[config.mk]
export PLATFORM = sky130hd
export DESIGN_NAME = bus_rr_arbiter_flat
export DESIGN_NICKNAME = d
export VERILOG_FILES = /design/src/rtl/bus_arb_pkg.sv /design/src/rtl/bus_rr_arbiter_if.sv /design/src/rtl/rr_pick.sv /design/src/rtl/bus_rr_arbiter.sv /design/src/flat_wrapper.sv
export SDC_FILE = /design/constraint.sdc
export NUM_CORES = 1
export LEC_CHECK = 0
export ABC_AREA = 1
export BUFFER_PORTS_ARGS = -buffer_cell sky130_fd_sc_hd__buf_4
export CAP_MARGIN = 20
export CORE_MARGIN = 8
export CORE_UTILIZATION = 30
export CTS_CLUSTER_SIZE = 24
export DETAILED_ROUTE_END_ITERATION = 16
export HOLD_SLACK_MARGIN = 0.02
export PLACE_DENSITY = 0.56
export SETUP_SLACK_MARGIN = 0.15
export SLEW_MARGIN = 40
export SYNTH_ARGS = -nofsm -noshare
export SYNTH_HDL_FRONTEND = slang
export SYNTH_SLANG_ARGS = --single-unit
[constraint.sdc]
create_clock -name clk -period 3.3 [get_ports clk]
set_input_delay 0.165 -clock clk [delete_from_list [all_inputs] [get_ports clk]]
set_output_delay 0.165 -clock clk [all_outputs]
set_load 0.1 [all_outputs]
[src/rtl/bus_arb_pkg.sv]
// Shared types and helpers for the round-robin bus arbiter slice.
package bus_arb_pkg;

    typedef enum logic {IDLE, XFER} arb_state_t;

    localparam int unsigned ID_W      = 8;
    localparam int unsigned PKT_MAX_W = 64;

    // Packets are passed zero-extended to PKT_MAX_W; bits gives the real width.
    function automatic logic [ID_W-1:0] dest_id(input logic [PKT_MAX_W-1:0] pkt,
                                                input int unsigned           bits);
        return ID_W'(pkt >> (bits - ID_W));
    endfunction

endpackage

[src/rtl/bus_rr_arbiter_if.sv]
// Device-FIFO / bus signal bundle seen by the arbiter (master) and the FIFO side (slave).
interface bus_rr_arbiter_if #(
    parameter int unsigned BITS  = 16,
    parameter int unsigned DRVRS = 4
);

    logic [DRVRS-1:0]           pndng;
    logic [DRVRS-1:0][BITS-1:0] D_pop;
    logic [DRVRS-1:0]           pop;
    logic [DRVRS-1:0]           push;
    logic [BITS-1:0]            D_push;
    logic                       drop;
    logic                       busy;

    modport master (
        input  pndng, D_pop,
        output pop, push, D_push, drop, busy
    );

    modport slave (
        output pndng, D_pop,
        input  pop, push, D_push, drop, busy
    );

endinterface

[src/rtl/rr_pick.sv]
// Combinational round-robin picker: first set req bit scanning upward from last+1, wrapping.
module rr_pick #(
    parameter int unsigned DRVRS = 4,
    parameter int unsigned SW    = $clog2(DRVRS)
) (
    input  logic [DRVRS-1:0] req,
    input  logic [SW-1:0]    last,
    output logic [DRVRS-1:0] gnt,
    output logic [SW-1:0]    sel
);

    logic [SW-1:0] idx;
    logic          found;

    always_comb begin
        gnt   = '0;
        sel   = '0;
        found = 1'b0;
        idx   = '0;
        for (int unsigned k = 1; k <= DRVRS; k++) begin
            idx = SW'((32'(last) + k) % DRVRS);
            if (!found && req[idx]) begin
                found    = 1'b1;
                sel      = idx;
                gnt[idx] = 1'b1;
            end
        end
    end

endmodule

[src/rtl/bus_rr_arbiter.sv]
// Round-robin bus arbiter/sequencer: pop one packet, then push it to its destination(s).
// Optional BUS_ARB_STATS_EN adds saturating grant/drop counters.
module bus_rr_arbiter
    import bus_arb_pkg::*;
#(
    parameter int unsigned     BITS      = 16,
    parameter int unsigned     DRVRS     = 4,
    parameter logic [ID_W-1:0] BROADCAST = 8'hFF
) (
    input  logic                   clk,
    input  logic                   rst_n,
    bus_rr_arbiter_if.master       bus
`ifdef BUS_ARB_STATS_EN
    ,
    output logic [DRVRS-1:0][15:0] grant_cnt,
    output logic [15:0]            drop_cnt
`endif
);

    localparam int unsigned SW = $clog2(DRVRS);

    arb_state_t       state_q, state_d;
    logic [SW-1:0]    last_q, src_q, sel;
    logic [DRVRS-1:0] gnt;
    logic [BITS-1:0]  data_q;
    logic [ID_W-1:0]  id;
    logic             grant;

    rr_pick #(
        .DRVRS (DRVRS),
        .SW    (SW)
    ) u_pick (
        .req  (bus.pndng),
        .last (last_q),
        .gnt  (gnt),
        .sel  (sel)
    );

    // pop is combinational from pndng, so it is gated by rst_n to stay low during reset.
    assign grant = rst_n && (state_q == IDLE) && (|bus.pndng);
    assign id    = dest_id(PKT_MAX_W'(data_q), BITS);

    always_ff @(posedge clk or negedge rst_n) begin
        if (!rst_n) begin
            state_q <= IDLE;
            last_q  <= SW'(DRVRS - 1);
            src_q   <= '0;
            data_q  <= '0;
        end else begin
            state_q <= state_d;
            if (grant) begin
                data_q <= bus.D_pop[sel];
                src_q  <= sel;
                last_q <= sel;
            end
        end
    end

    always_comb begin
        state_d  = state_q;
        bus.pop  = '0;
        bus.push = '0;
        bus.drop = 1'b0;
        case (state_q)
            IDLE: begin
                if (grant) begin
                    bus.pop = gnt;
                    state_d = XFER;
                end
            end
            XFER: begin
                state_d = IDLE;
                if (id == BROADCAST)
                    bus.push = ~(DRVRS'(1) << src_q);
                else if ((id < ID_W'(DRVRS)) && (id != ID_W'(src_q)))
                    bus.push = DRVRS'(1) << id;
                else
                    bus.drop = 1'b1;
            end
            default: state_d = IDLE;
        endcase
    end

    assign bus.D_push = data_q;
    assign bus.busy   = (state_q == XFER);

`ifdef BUS_ARB_STATS_EN
    always_ff @(posedge clk or negedge rst_n) begin
        if (!rst_n) begin
            grant_cnt <= '0;
            drop_cnt  <= '0;
        end else begin
            for (int unsigned i = 0; i < DRVRS; i++) begin
                if (bus.pop[i] && (grant_cnt[i] != 16'hFFFF))
                    grant_cnt[i] <= grant_cnt[i] + 16'd1;
            end
            if (bus.drop && (drop_cnt != 16'hFFFF))
                drop_cnt <= drop_cnt + 16'd1;
        end
    end
`endif

endmodule

[src/flat_wrapper.sv]
// flat-port wrapper written by rule: the top's interface ports become plain ports
module bus_rr_arbiter_flat import bus_arb_pkg::*;
#(
    parameter int unsigned     BITS      = 16,
    parameter int unsigned     DRVRS     = 4,
    parameter logic [ID_W-1:0] BROADCAST = 8'hFF
)
  (clk, rst_n, bus_pndng, bus_D_pop, bus_pop, bus_push, bus_D_push, bus_drop, bus_busy);
  bus_rr_arbiter_if #(.BITS(BITS), .DRVRS(DRVRS)) bus_i ();
  input  logic clk;
  input  logic rst_n;
  input wire logic [$bits(bus_i.pndng)-1:0] bus_pndng;
  input wire logic [$bits(bus_i.D_pop)-1:0] bus_D_pop;
  output wire logic [$bits(bus_i.pop)-1:0] bus_pop;
  output wire logic [$bits(bus_i.push)-1:0] bus_push;
  output wire logic [$bits(bus_i.D_push)-1:0] bus_D_push;
  output wire logic [$bits(bus_i.drop)-1:0] bus_drop;
  output wire logic [$bits(bus_i.busy)-1:0] bus_busy;
  assign bus_i.pndng = bus_pndng;
  assign bus_i.D_pop = bus_D_pop;
  assign bus_pop = bus_i.pop;
  assign bus_push = bus_i.push;
  assign bus_D_push = bus_i.D_push;
  assign bus_drop = bus_i.drop;
  assign bus_busy = bus_i.busy;
  bus_rr_arbiter #(.BITS(BITS), .DRVRS(DRVRS), .BROADCAST(BROADCAST)) u_core (.clk(clk), .rst_n(rst_n), .bus(bus_i));
endmodule
==> results of run 1 <==
==> worst reg2reg max path, cell delays in order, from the launching register on <==
cell and delay [ns]:
dfstp_2 0.62, inv_1 0.19, ha_1 0.41, inv_1 0.08, nand3_2 0.12, nand2_4 0.10
nor2_4 0.19, nand4_2 0.25, nand2_2 0.21, buf_12 0.20, nand2_1 0.07, nand3_1 0.09
nand2_1 0.07, nand2_1 0.05, nand2_1 0.05
==> synthesized netlist by cell type (2+ instances only) <==
cell,instances,area (um2)
dfrtp_1,19,475
nand4_1,5,31.3
o31ai_1,4,30.0
dfstp_2,2,52.6
buf_2,7,35.0
nor3_1,3,15.0
o21ai_0,9,45.0
ha_1,8,100
nand3_2,3,30.0
inv_2,4,15.0
buf_4,3,22.5
nand2_1,145,544
nor2_4,2,22.5
clkbuf_1,3,11.3
inv_1,82,308
nand2_2,3,18.8
nand3_1,76,380
nor2_1,6,22.5
==> final cells by class <==
type                            count  area (um2)
Multi-Input combinational cell    273        1320
Fill cell                         788        4130
Inverter                           87         330
Timing Repair Buffer              101         773
Sequential cell                    21         528
Tap cell                           99         124
Clock buffer                        4        45.0
==> timing repair <==
| action | 4_1_cts | 5_1_grt |
|---|---|---|
| endpoints found under the setup margin | 0 | 1 |
| hold buffers | 1 | 0 |
| endpoints found under the hold margin | 19 | 0 |
| resized for setup | 0 | 1 |
==> worst paths after layout <==
path / to / startpoint / slack [ns] / cells past startpoint
worst max-delay path: bus_pop[1] / u_core.last_q[1]$_DFFE_PN1P_ / 0.43 / 11
worst min-delay path: u_core.bus.D_push[1]$_DFFE_PN0P_ / bus_D_pop[17] / 0.29 / 7
worst max register to register: u_core.bus.D_push[7]$_DFFE_PN0P_ / u_core.last_q[1]$_DFFE_PN1P_ / 0.51 / 14
worst min register to register: u_core.bus.D_push[4]$_DFFE_PN0P_ / u_core.bus.D_push[4]$_DFFE_PN0P_ / 0.50 / 2
max in group asynchronous: u_core.last_q[1]$_DFFE_PN1P_ / rst_n / 2.69 / 2
min in group asynchronous: u_core.bus.busy$_DFF_PN0_ / rst_n / 0.33 / 2
==> kinds of logic (layout without fill, tap and decap cells) <==
kind of cell / after synthesis / in the layout / share of synthesized area [%]
AO/OA/AOI/OAI: 16 / 16 / 4.34
adder cells (fa/ha/maj): 8 / 8 / 4.45
buffers and inverters: 101 / 192 / 18.1
flip-flops: 21 / 21 / 23.5
AND/OR/NAND/NOR: 249 / 249 / 49.7
==> stage by stage <==
stage	cell area [um2]	utilization [%]	setup WS, ns	hold slack, ns	cells
final	3120	43.0	0.428	0.286	585
after detailed placement	3060	42.2	0.530	0.0742	580
after global routing	3120	43.0	0.232	0.317	585
after global placement	3060	42.2	0.628	0.0741	580
after floorplan	2250	-	0.147	-0.131	395
after CTS	3120	43.0	0.261	0.283	585
==> flip-flops by register name (all words and copies together), names as in the netlist <==
register           flops
u_core.last_q          2
u_core.bus.D_push     16
u_core.src_q           2
u_core.bus.busy        1
==> placed cells by master, fill, tap and decap left out, types with 2 or more instances in the layout <==
cell type	count
nand2_2	3
dfrtp_1	19
nor2_1	6
o31ai_1	4
clkbuf_8	3
o21ai_0	9
nor3_1	2
buf_4	99
nand2_1	145
nand3_1	76
nand4_1	5
ha_1	8
nor2_4	2
inv_1	82
nand3_2	3
dfstp_2	2
nor3_2	2
inv_2	4
==> per-layer routing <==
layer / GRT usage [%] / up-vias / routed length, um
li1: - / 1395 / -
met1: 18.8 / 1218 / 3550
met2: 24.4 / 75 / 3720
met3: 2.57 / 5 / 486
met4: 2.82 / 0 / 59
met5: 0 / - / 0
==> summary.md, run 1 <==
| Metric | Value |
|---|---|
| TritonCTS buffer count | 3 |
| Ys Warns | 0 |
| Clk root buf | clkbuf_8 |
| First-pass GRT wire length | 12400 um |
| Final Max Tran Viols | 0 |
| Fin. Hold Viols | 0 |
| Drt first pass iters | 4 |
| Core Area | 7250 um2 |
| Area growth syn-to-layout | 38.7% |
| Vias in the first global route | 2622 |
| Final setup viols | 0 |
| Clk_skew | 0.00237 ns |
| Critical path buffers and inverters | 5 |
| Slew headroom | 76.4% |
| Post-Syn Area | 2250 um2 |
| Setup CP Type | flop to output pin |
| EDFF count, synth | 0 |
| Vias per cell | 4.60 |
| Synth Flop Type | dfrtp_1 |
| Layout cells sized above 1 | 25.5% |
| Post-synthesis register bit count | 21 |
| Run status | finished clean |
| Clock Pin Slew Worst Setup and Hold Paths | 0.08 ns |
| CTS tree | yes |
| Routed WL | 7820 um |
| Layout Nets | 565 |
| Floorplan row count | 31 |
| Worst Path Arrival | 2.71 ns |
| CP Cell Sequence | inv_1 > ha_1 > inv_1 > nand2_1 > nand2_1 > inv_2 > nor2_4 > nand3_1 > a31o_2 > inv_1 > buf_4 |
| H-tree levels | 1 |
| Remaining routing DRC violations | 0 |
| Syn avg cell area | 5.70 um2 |
| Post-CTS setup buffer count | 0 |
| Seq/Total Area, Yosys | 23.5% |
| Initial antenna violation count | 0 |
| Residual overflow from global routing | 0 |
| Die Wd | 103 um |
| Gate Count Post-Synth | 395 |
| IO Pins | 96 |
| Starting Density | 31.0% |
| Cell mode on critical path | inv_1 |
| Global placer's final weighted congestion | 0.872 |
| Fin crit share | 87.0% |
| Cell variety after synth | 29 |
| Max stage delay on crit path | 0.62 ns |
| Hpwl dp | 6260 um |
| Full die area | 10500 um2 |
| Setup TNS | 0 ns |
| CTS Buffer Depth | 2 |
| DR WL/cell | 13.4 um |
| Vias post-DR | 2693 |
| CP delay by family, top | buffers and inverters |
| Chip height | 103 um |
| CP max FO | 9 |
| Clock Latency Late Sink | 0.26 ns |
| Asr flop ratio synth | 100% |
| Post-Syn Nets | 473 |
| RSZ-0062 raised after global routing | false |
| Tmin final | 2.87 ns |
| Clock Sinks | 21 |
| Required @ worst endpoint | 3.13 ns |
| Crit. End Element | output pin |
| Post-route ant nets | 0 |
| Crit-path slowest cell | dfstp_2 |
| IO Port Bufs | 95 |
| GR Util All Layers | 14.5% |
| MaxCap Viol Count | 0 |
| CP startpoint kind | flop |
| Iter 0 DRT Violations | 106 |
| Slew at the pin with the worst max-slew slack | 0.350 ns |
| HP Class | primary input to flop |
| Diodes inserted | 0 |
| FMAX | 348 MHz |
| Pin count of the biggest net entering global routing | 33 |
Power of run 1 is left out: the tool's default activity adds up to more than one toggle a clock period on the data nets, which glitch-free logic cannot reach.
==> inputs of run 2 (changes only) <==
--- a/config.mk
+++ b/config.mk
@@ -5,7 +5,6 @@
 export SDC_FILE = /design/constraint.sdc
 export NUM_CORES = 1
 export LEC_CHECK = 0
-export ABC_AREA = 1
 export BUFFER_PORTS_ARGS = -buffer_cell sky130_fd_sc_hd__buf_4
 export CAP_MARGIN = 20
 export CORE_MARGIN = 8
@@ -13,7 +12,7 @@
 export CTS_CLUSTER_SIZE = 24
 export DETAILED_ROUTE_END_ITERATION = 16
 export HOLD_SLACK_MARGIN = 0.02
-export PLACE_DENSITY = 0.56
+export PLACE_DENSITY = 0.57
 export SETUP_SLACK_MARGIN = 0.15
 export SLEW_MARGIN = 40
 export SYNTH_ARGS = -nofsm -noshare
==> summary.md, run 2 <==
| Metric | Value |
|---|---|
| H-tree levels | 1 (unchanged) |
| Clock Sinks | 21 (unchanged) |
| Setup CP Type | flop to output pin |
| Residual overflow from global routing | 0 (unchanged) |
| Leading cell types in the layout, fill and taps excluded | buf_4 (101), mux2i_1 (35), o21ai_1 (21) |
| Hpwl dp | 4790 um (-23%) |
| Layout cells sized above 1 | 46.6% (+21 points) |
| Gate Count Post-Synth | 214 (-46%) |
| Clk root buf | clkbuf_8 |
| Top-count cell post-synth | mux2i_1 |
| Die Wd | 97.7 um (-4.8%) |
| Maximum vdd drop | 0.741 mV |
| Clock Pin Slew Worst Setup and Hold Paths | 0.08 ns (about the same) |
| Iter 0 DRT Violations | 51 (-52%) |
| Starting Density | 31.2% (+0.17 points) |
| Post-cts gate resize count | 0 (unchanged) |
| Pin count of the biggest net entering global routing | 34 (+3.0%) |
| Initial antenna violation count | 0 (unchanged) |
| IO Port Bufs | 95 (unchanged) |
| First-pass GRT wire length | 9960 um (-20%) |
| Clock share of power | 4.9% |
| Post-Layout Cell Count | 382 (-35%) |
| Vias in the first global route | 2038 (-22%) |
| CTS Buffer Depth | 2 (unchanged) |
| Yosys top cell by area | dfrtp_1 |
| Diodes inserted | 0 (unchanged) |
| Post-route design area | 2880 um2 (-7.9%) |
| DR WL/cell | 15.8 um (+18%) |
| Seq pwr share | 14.9% |
| Final Max Tran Viols | 0 (unchanged) |
| IO Pins | 96 (unchanged) |
| CP startpoint kind | flop |
| Clock Latency Late Sink | 0.26 ns (about the same) |
| Floorplan row count | 29 (-6.5%) |
| P_leak | 1.36 nW |
| MaxCap Viol Count | 0 (unchanged) |
| Ys Warns | 0 (unchanged) |
| Fin crit share | 88.7% (+1.7 points) |
| Layout Nets | 384 (-32%) |
| Post-synth top cells | mux2i_1 (35), o21ai_1 (22), nand2_1 (20), dfrtp_1 (19), mux2_2 (17) |
| Vias per cell | 5.03 (+9.2%) |
| Post-Syn Nets | 292 (-38%) |
| Area growth syn-to-layout | 43.5% |
| Tmin final | 2.93 ns (+0.0550 ns) |
| Core Area | 6420 um2 (-11%) |
| GR Util All Layers | 12.3% (-2.1 points) |
| Post-DP Area | 2820 um2 (-7.9%) |
| Most common cell after layout, fill and taps aside | buf_4 |
| Global placer's final weighted congestion | 0.806 (-7.6%) |
| CTS tree | yes |
| Chip height | 97.7 um (-4.8%) |
| RSZ-0062 raised after global routing | false |
| TritonCTS buffer count | 3 (unchanged) |
| HP Class | primary input to asynchronous set/reset pin |
| Fin. Hold Viols | 0 (unchanged) |
| CTS hold repair buffers | 1 (unchanged) |
| Post-synth top area share | 23.7% (-0.46 points) |
| Post-route ant nets | 0 (unchanged) |
| Synth top area cells | dfrtp_1 (24%), mux2i_1 (17%), mux2_2 (9.6%) |
| Required @ worst endpoint | 3.13 ns (about the same) |
| Slew headroom | 70.1% (-6.3 points) |
| EDFF count, synth | 0 (unchanged) |
| CP max FO | 8 (-1) |
| Post-synthesis register bit count | 21 (unchanged) |
| Clk_skew | 0.00722 ns (+0.00485 ns) |
| Drt first pass iters | 4 (unchanged) |
| FMAX | 342 MHz (-1.9%) |
| Asr flop ratio synth | 100% (unchanged) |
| Vias post-DR | 1921 (-29%) |
| Run status | finished clean |
| Max reg flops | 16 (unchanged) |
| Full die area | 9550 um2 (-9.3%) |
| Cell variety after synth | 44 (+52%) |
| Syn avg cell area | 9.36 um2 (+64%) |
| Final setup viols | 0 (unchanged) |
| Routed WL | 6030 um (-23%) |
| Power Internal | 1.46 mW |
| Synth Flop Type | dfrtp_1 |
| Switching share of power | 56.8% |
| Seq/Total Area, Yosys | 26.4% (+2.9 points) |
| PwrDens | 1180 nW/um2 |
| Crit. End Element | output pin |
| Worst Path Arrival | 2.76 ns (+0.05 ns) |
| Remaining routing DRC violations | 0 (unchanged) |
| Sw power | 1.93 mW |
| Post-CTS setup buffer count | 0 (unchanged) |
| Gate power share | 80.1% |
| Slew at the pin with the worst max-slew slack | 0.448 ns (+0.0982 ns) |
| Placed Cells | 377 (-35%) |
| Post-Syn Area | 2000 um2 (-11%) |
## run 2: cell count changes in the layout (fill, tap and decap cells not counted), sizes merged, moves of 17 or more
cell   before  now
nand3      79    0
mux2        0   17
inv        86    7
nand2     149   20
mux2i       0   35
o21ai       9   26
## run 2: final cells by class
class / count / area (um2)
fillers: 647 / 3550
multi-input cells: 170 / 1390
repair buffers: 103 / 788
flip-flops and latches: 21 / 528
well taps: 77 / 96.3
clock buffers: 3 / 41.3
inverters: 7 / 26.3
clock inverters: 1 / 5.00
## run 2: path summary, 6_finish.rpt
| path | start | end | slack [ns] | cells past startpoint |
|---|---|---|---|---|
| worst min register to register | u_core.bus.D_push[2]$_DFFE_PN0P_ | u_core.bus.D_push[2]$_DFFE_PN0P_ | 0.49 | 2 |
| min in group clk | bus_D_pop[6] | u_core.bus.D_push[6]$_DFFE_PN0P_ | 0.35 | 4 |
| worst min-delay path | rst_n | u_core.bus.D_push[2]$_DFFE_PN0P_ | 0.35 | 2 |
| worst max register to register | u_core.last_q[1]$_DFFE_PN1P_ | u_core.bus.D_push[13]$_DFFE_PN0P_ | 0.45 | 9 |
| worst max-delay path | u_core.last_q[1]$_DFFE_PN1P_ | bus_pop[3] | 0.37 | 9 |
| max in group asynchronous | rst_n | u_core.last_q[1]$_DFFE_PN1P_ | 2.66 | 2 |
## run 2: power groups by stage
| stage | clock [mW] | combinational (mW) | sequential (mW) |
|---|---|---|---|
| floorplan | 0 | 1.52 | 1.19 |
| global placement | 0 | 2.71 | 0.508 |
| detailed placement | 0 | 2.72 | 0.512 |
| CTS | 0.174 | 2.74 | 0.509 |
| global route | 0.181 | 2.89 | 0.525 |
| finish | 0.167 | 2.72 | 0.506 |
## run 2: routing by layer
metal | track usage [%] | wire [um]
met2 | 20.3 | 2840
met1 | 14.5 | 2590
met5 | 0 | 0
met3 | 5.52 | 580
met4 | 2.16 | 21
## run 2: through the flow
step	setup TNS [ns]	setup WS [ns]	utilization (%)	power (mW)	hold WS, ns
finish	0	0.373	44.8	3.39	0.348
floorplan	-0.0410	-0.0410	-	2.70	-0.131
CTS	0	0.350	44.8	3.42	0.334
global placement	0	0.519	43.9	3.22	0.0728
global route	0	0.200	44.8	3.60	0.366
detailed placement	0	0.450	43.9	3.23	0.0713
## run 2: worst max-delay path, cell delays in order, from the launching register on
cell and delay, ns:
dfstp_2 0.53, inv_1 0.10, ha_1 0.45, mux4_2 0.35
nor2b_2 0.20, a22oi_1 0.17, nor2_1 0.06, a221oi_1 0.36
nor2_4 0.03, buf_4 0.24
## run 2: cells by family after synthesis
family / synth area share [%]
fa+ha+maj: 5.00
compound gates: 18.3
simple gates: 13.1
mux: 29.3
flops: 26.4
buf+inv: 6.68
xor+xnor: 1.31
(Power assumes the default switching activity.)
==> inputs of run 3 (changes only) <==
==> constraint.sdc (replaced) <==
create_clock -name clk -period 3.4 [get_ports clk]
set_input_delay 0.17 -clock clk [delete_from_list [all_inputs] [get_ports clk]]
set_output_delay 0.17 -clock clk [all_outputs]
set_load 0.1 [all_outputs]
==> summary.md, run 3 (same netlist as run 2, synthesis figures left out) <==
| Metric | Value |
|---|---|
| Run status | finished clean |
| TritonCTS buffer count | 3 (unchanged) |
| Initial antenna violation count | 0 (unchanged) |
| Post-CTS setup buffer count | 0 (unchanged) |
| DR WL/cell | 15.3 um (-3.2%) |
| Fin crit share | 87.0% |
| Max stage delay on crit path | 0.53 ns (about the same) |
| Global placer's final weighted congestion | 0.806 (about the same) |
| Remaining routing DRC violations | 0 (unchanged) |
| Wl on met1 | 2380 um (-8.2%) |
| Footprint of the multi-input gates | 1390 um2 (-0.36%) |
| Crit-path slowest cell | dfstp_2 |
| Top layer in use | met4 |
| Max reg flops | 16 (unchanged) |
| Diodes inserted | 0 (unchanged) |
| Worst Path Arrival | 2.79 ns (+0.03 ns) |
| Routed WL | 5840 um (-3.2%) |
| Crit. End Element | output pin |
| Clk_skew | 0.00819 ns (+0.000971 ns) |
| Final Max Tran Viols | 0 (unchanged) |
| Clock Pin Slew Worst Setup and Hold Paths | 0.08 ns (about the same) |
| Layout cells sized above 1 | 45.6% (-0.98 points) |
| CP Cell Sequence | inv_1 > ha_1 > mux4_2 > nor2b_2 > a22oi_1 > nor2_1 > a221oi_1 > nor2_4 > buf_4 |
| Area growth syn-to-layout | 42.6% |
| H-tree levels | 1 (unchanged) |
| Vias in the first global route | 1959 (-3.9%) |
| Pin count of the biggest net entering global routing | 23 (-32%) |
| HP Class | primary input to asynchronous set/reset pin |
| Final setup viols | 0 (unchanged) |
| Full die area | 9550 um2 (unchanged) |
| RSZ-0062 raised after global routing | false |
| Leading cell types in the layout, fill and taps excluded | buf_4 (102), mux2i_1 (35), o21ai_1 (21) |
| Most common cell after layout, fill and taps aside | buf_4 |
| Tmin final | 2.96 ns |
| Floorplan row count | 29 (unchanged) |
| CTS tree | yes |
| CP max FO | 8 (unchanged) |
| GR Util All Layers | 12.3% (-0.060 points) |
| P_leak | 1.35 nW (-0.51%) |
| Required @ worst endpoint | 3.23 ns (+0.10 ns) |
| DR WL met2 | 2910 um (+2.5%) |
| CP startpoint kind | flop |
| Fin util | 44.5% (-0.29 points) |
| Vias post-DR | 1904 (-0.88%) |
| Clock Latency Late Sink | 0.26 ns (about the same) |
| Fillers | 647 (unchanged) |
| FMAX | 338 MHz |
| Post-cts gate resize count | 0 (unchanged) |
| Setup TNS | 0 ns (unchanged) |
| Register area | 528 um2 (unchanged) |
| Residual overflow from global routing | 0 (unchanged) |
| IO Pins | 96 (unchanged) |
| Worst r2r path cells | 9 (unchanged) |
| Layout Nets | 384 (unchanged) |
| Hpwl dp | 4720 um (-1.6%) |
| Core Area | 6420 um2 (unchanged) |
| Vias per cell | 4.98 (-0.88%) |
| PwrDens | 1130 nW/um2 (-3.8%) |
| Fin. Hold Viols | 0 (unchanged) |
| WL met3 | 488 um (-16%) |
| MaxCap Viol Count | 0 (unchanged) |
| Die Wd | 97.7 um (unchanged) |
| Clock Sinks | 21 (unchanged) |
| Chip height | 97.7 um (unchanged) |
| Slew at the pin with the worst max-slew slack | 0.672 ns (+0.223 ns) |
| Post-route ant nets | 0 (unchanged) |
| Iter 0 DRT Violations | 43 (-16%) |
| Clk root buf | clkbuf_8 |
| First-pass GRT wire length | 9760 um (-2.1%) |
| Drt first pass iters | 4 (unchanged) |
| CTS Buffer Depth | 2 (unchanged) |
| Maximum vdd drop | 0.822 mV (+11%) |
| IO Port Bufs | 95 (unchanged) |
| Slew headroom | 55.0% (-15 points) |
| Starting Density | 31.2% (unchanged) |
| Setup CP Type | flop to output pin |
-- run 3: cell types whose count changed in the layout (fill, tap and decap cells not counted) --
cell / before / now
nor2_1: 10 / 12
clkinv_2: 1 / 0
buf_12: 1 / 0
nor2_2: 3 / 1
clkbuf_1: 0 / 1
buf_4: 101 / 102
-- run 3: path summary, 6_finish.rpt --
| kind | from | to | slack [ns] |
|---|---|---|---|
| setup reg to reg | u_core.last_q[1]$_DFFE_PN1P_ | u_core.bus.D_push[12]$_DFFE_PN0P_ | 0.50 |
| hold reg to reg | u_core.bus.D_push[7]$_DFFE_PN0P_ | u_core.bus.D_push[7]$_DFFE_PN0P_ | 0.49 |
| hold / removal | rst_n | u_core.bus.D_push[2]$_DFFE_PN0P_ | 0.33 |
| setup / recovery | u_core.last_q[1]$_DFFE_PN1P_ | bus_pop[2] | 0.44 |
| max in group asynchronous | rst_n | u_core.last_q[0]$_DFFE_PN1P_ | 2.79 |
| min in group clk | bus_D_pop[4] | u_core.bus.D_push[4]$_DFFE_PN0P_ | 0.35 |
-- run 3: through the flow --
| stage | setup WS, ns | total power [mW] | instances | cell area (um2) | hold slack, ns |
|---|---|---|---|---|---|
| after global routing | 0.177 | 3.45 | 382 | 2860 | 0.348 |
| after CTS | 0.436 | 3.27 | 382 | 2860 | 0.347 |
| after global placement | 0.588 | 3.08 | 377 | 2800 | 0.0775 |
| after floorplan | 0.0540 | 2.62 | 214 | 2040 | -0.126 |
| after detailed placement | 0.518 | 3.10 | 377 | 2800 | 0.0819 |
| final | 0.444 | 3.24 | 382 | 2860 | 0.329 |
-- run 3: layer usage --
metal  GRT usage, %  vias to the layer above
met3           4.58                        4
met2           21.0                       60
met4           3.60                        0
li1               -                      961
met1           13.8                      879
met5              0                        -
-- run 3: cell type report --
type                       count  share of cell area [%]
sequential                    21                    18.5
multi-input combinational    170                    48.5
inverter                       7                   0.920
tap                           77                    3.37
clock buffer                   4                    1.58
timing repair buffer         103                    27.2
-- run 3: timing repair --
action                                  4_1_cts  5_1_grt
hold endpoints to repair                     19        0
endpoints found under the setup margin        0        0
hold buffers                                  1        0
-- run 3: power by group --
group | internal [mW] | switching (mW) | total (mW)
clock | 0.0835 | 0.0800 | 0.163
sequential | 0.377 | 0.115 | 0.491
combinational | 0.930 | 1.65 | 2.58
-- run 3: critical path, delay by kind of cell (launching register included) --
| kind | cells | cell delay [ns] |
|---|---|---|
| muxes | 1 | 0.35 |
| DFF | 1 | 0.53 |
| and+or+nand+nor | 3 | 0.30 |
| AOI/OAI and AO/OA | 2 | 0.54 |
| adders and majority gates | 1 | 0.45 |
| buffers and inverters | 2 | 0.35 |
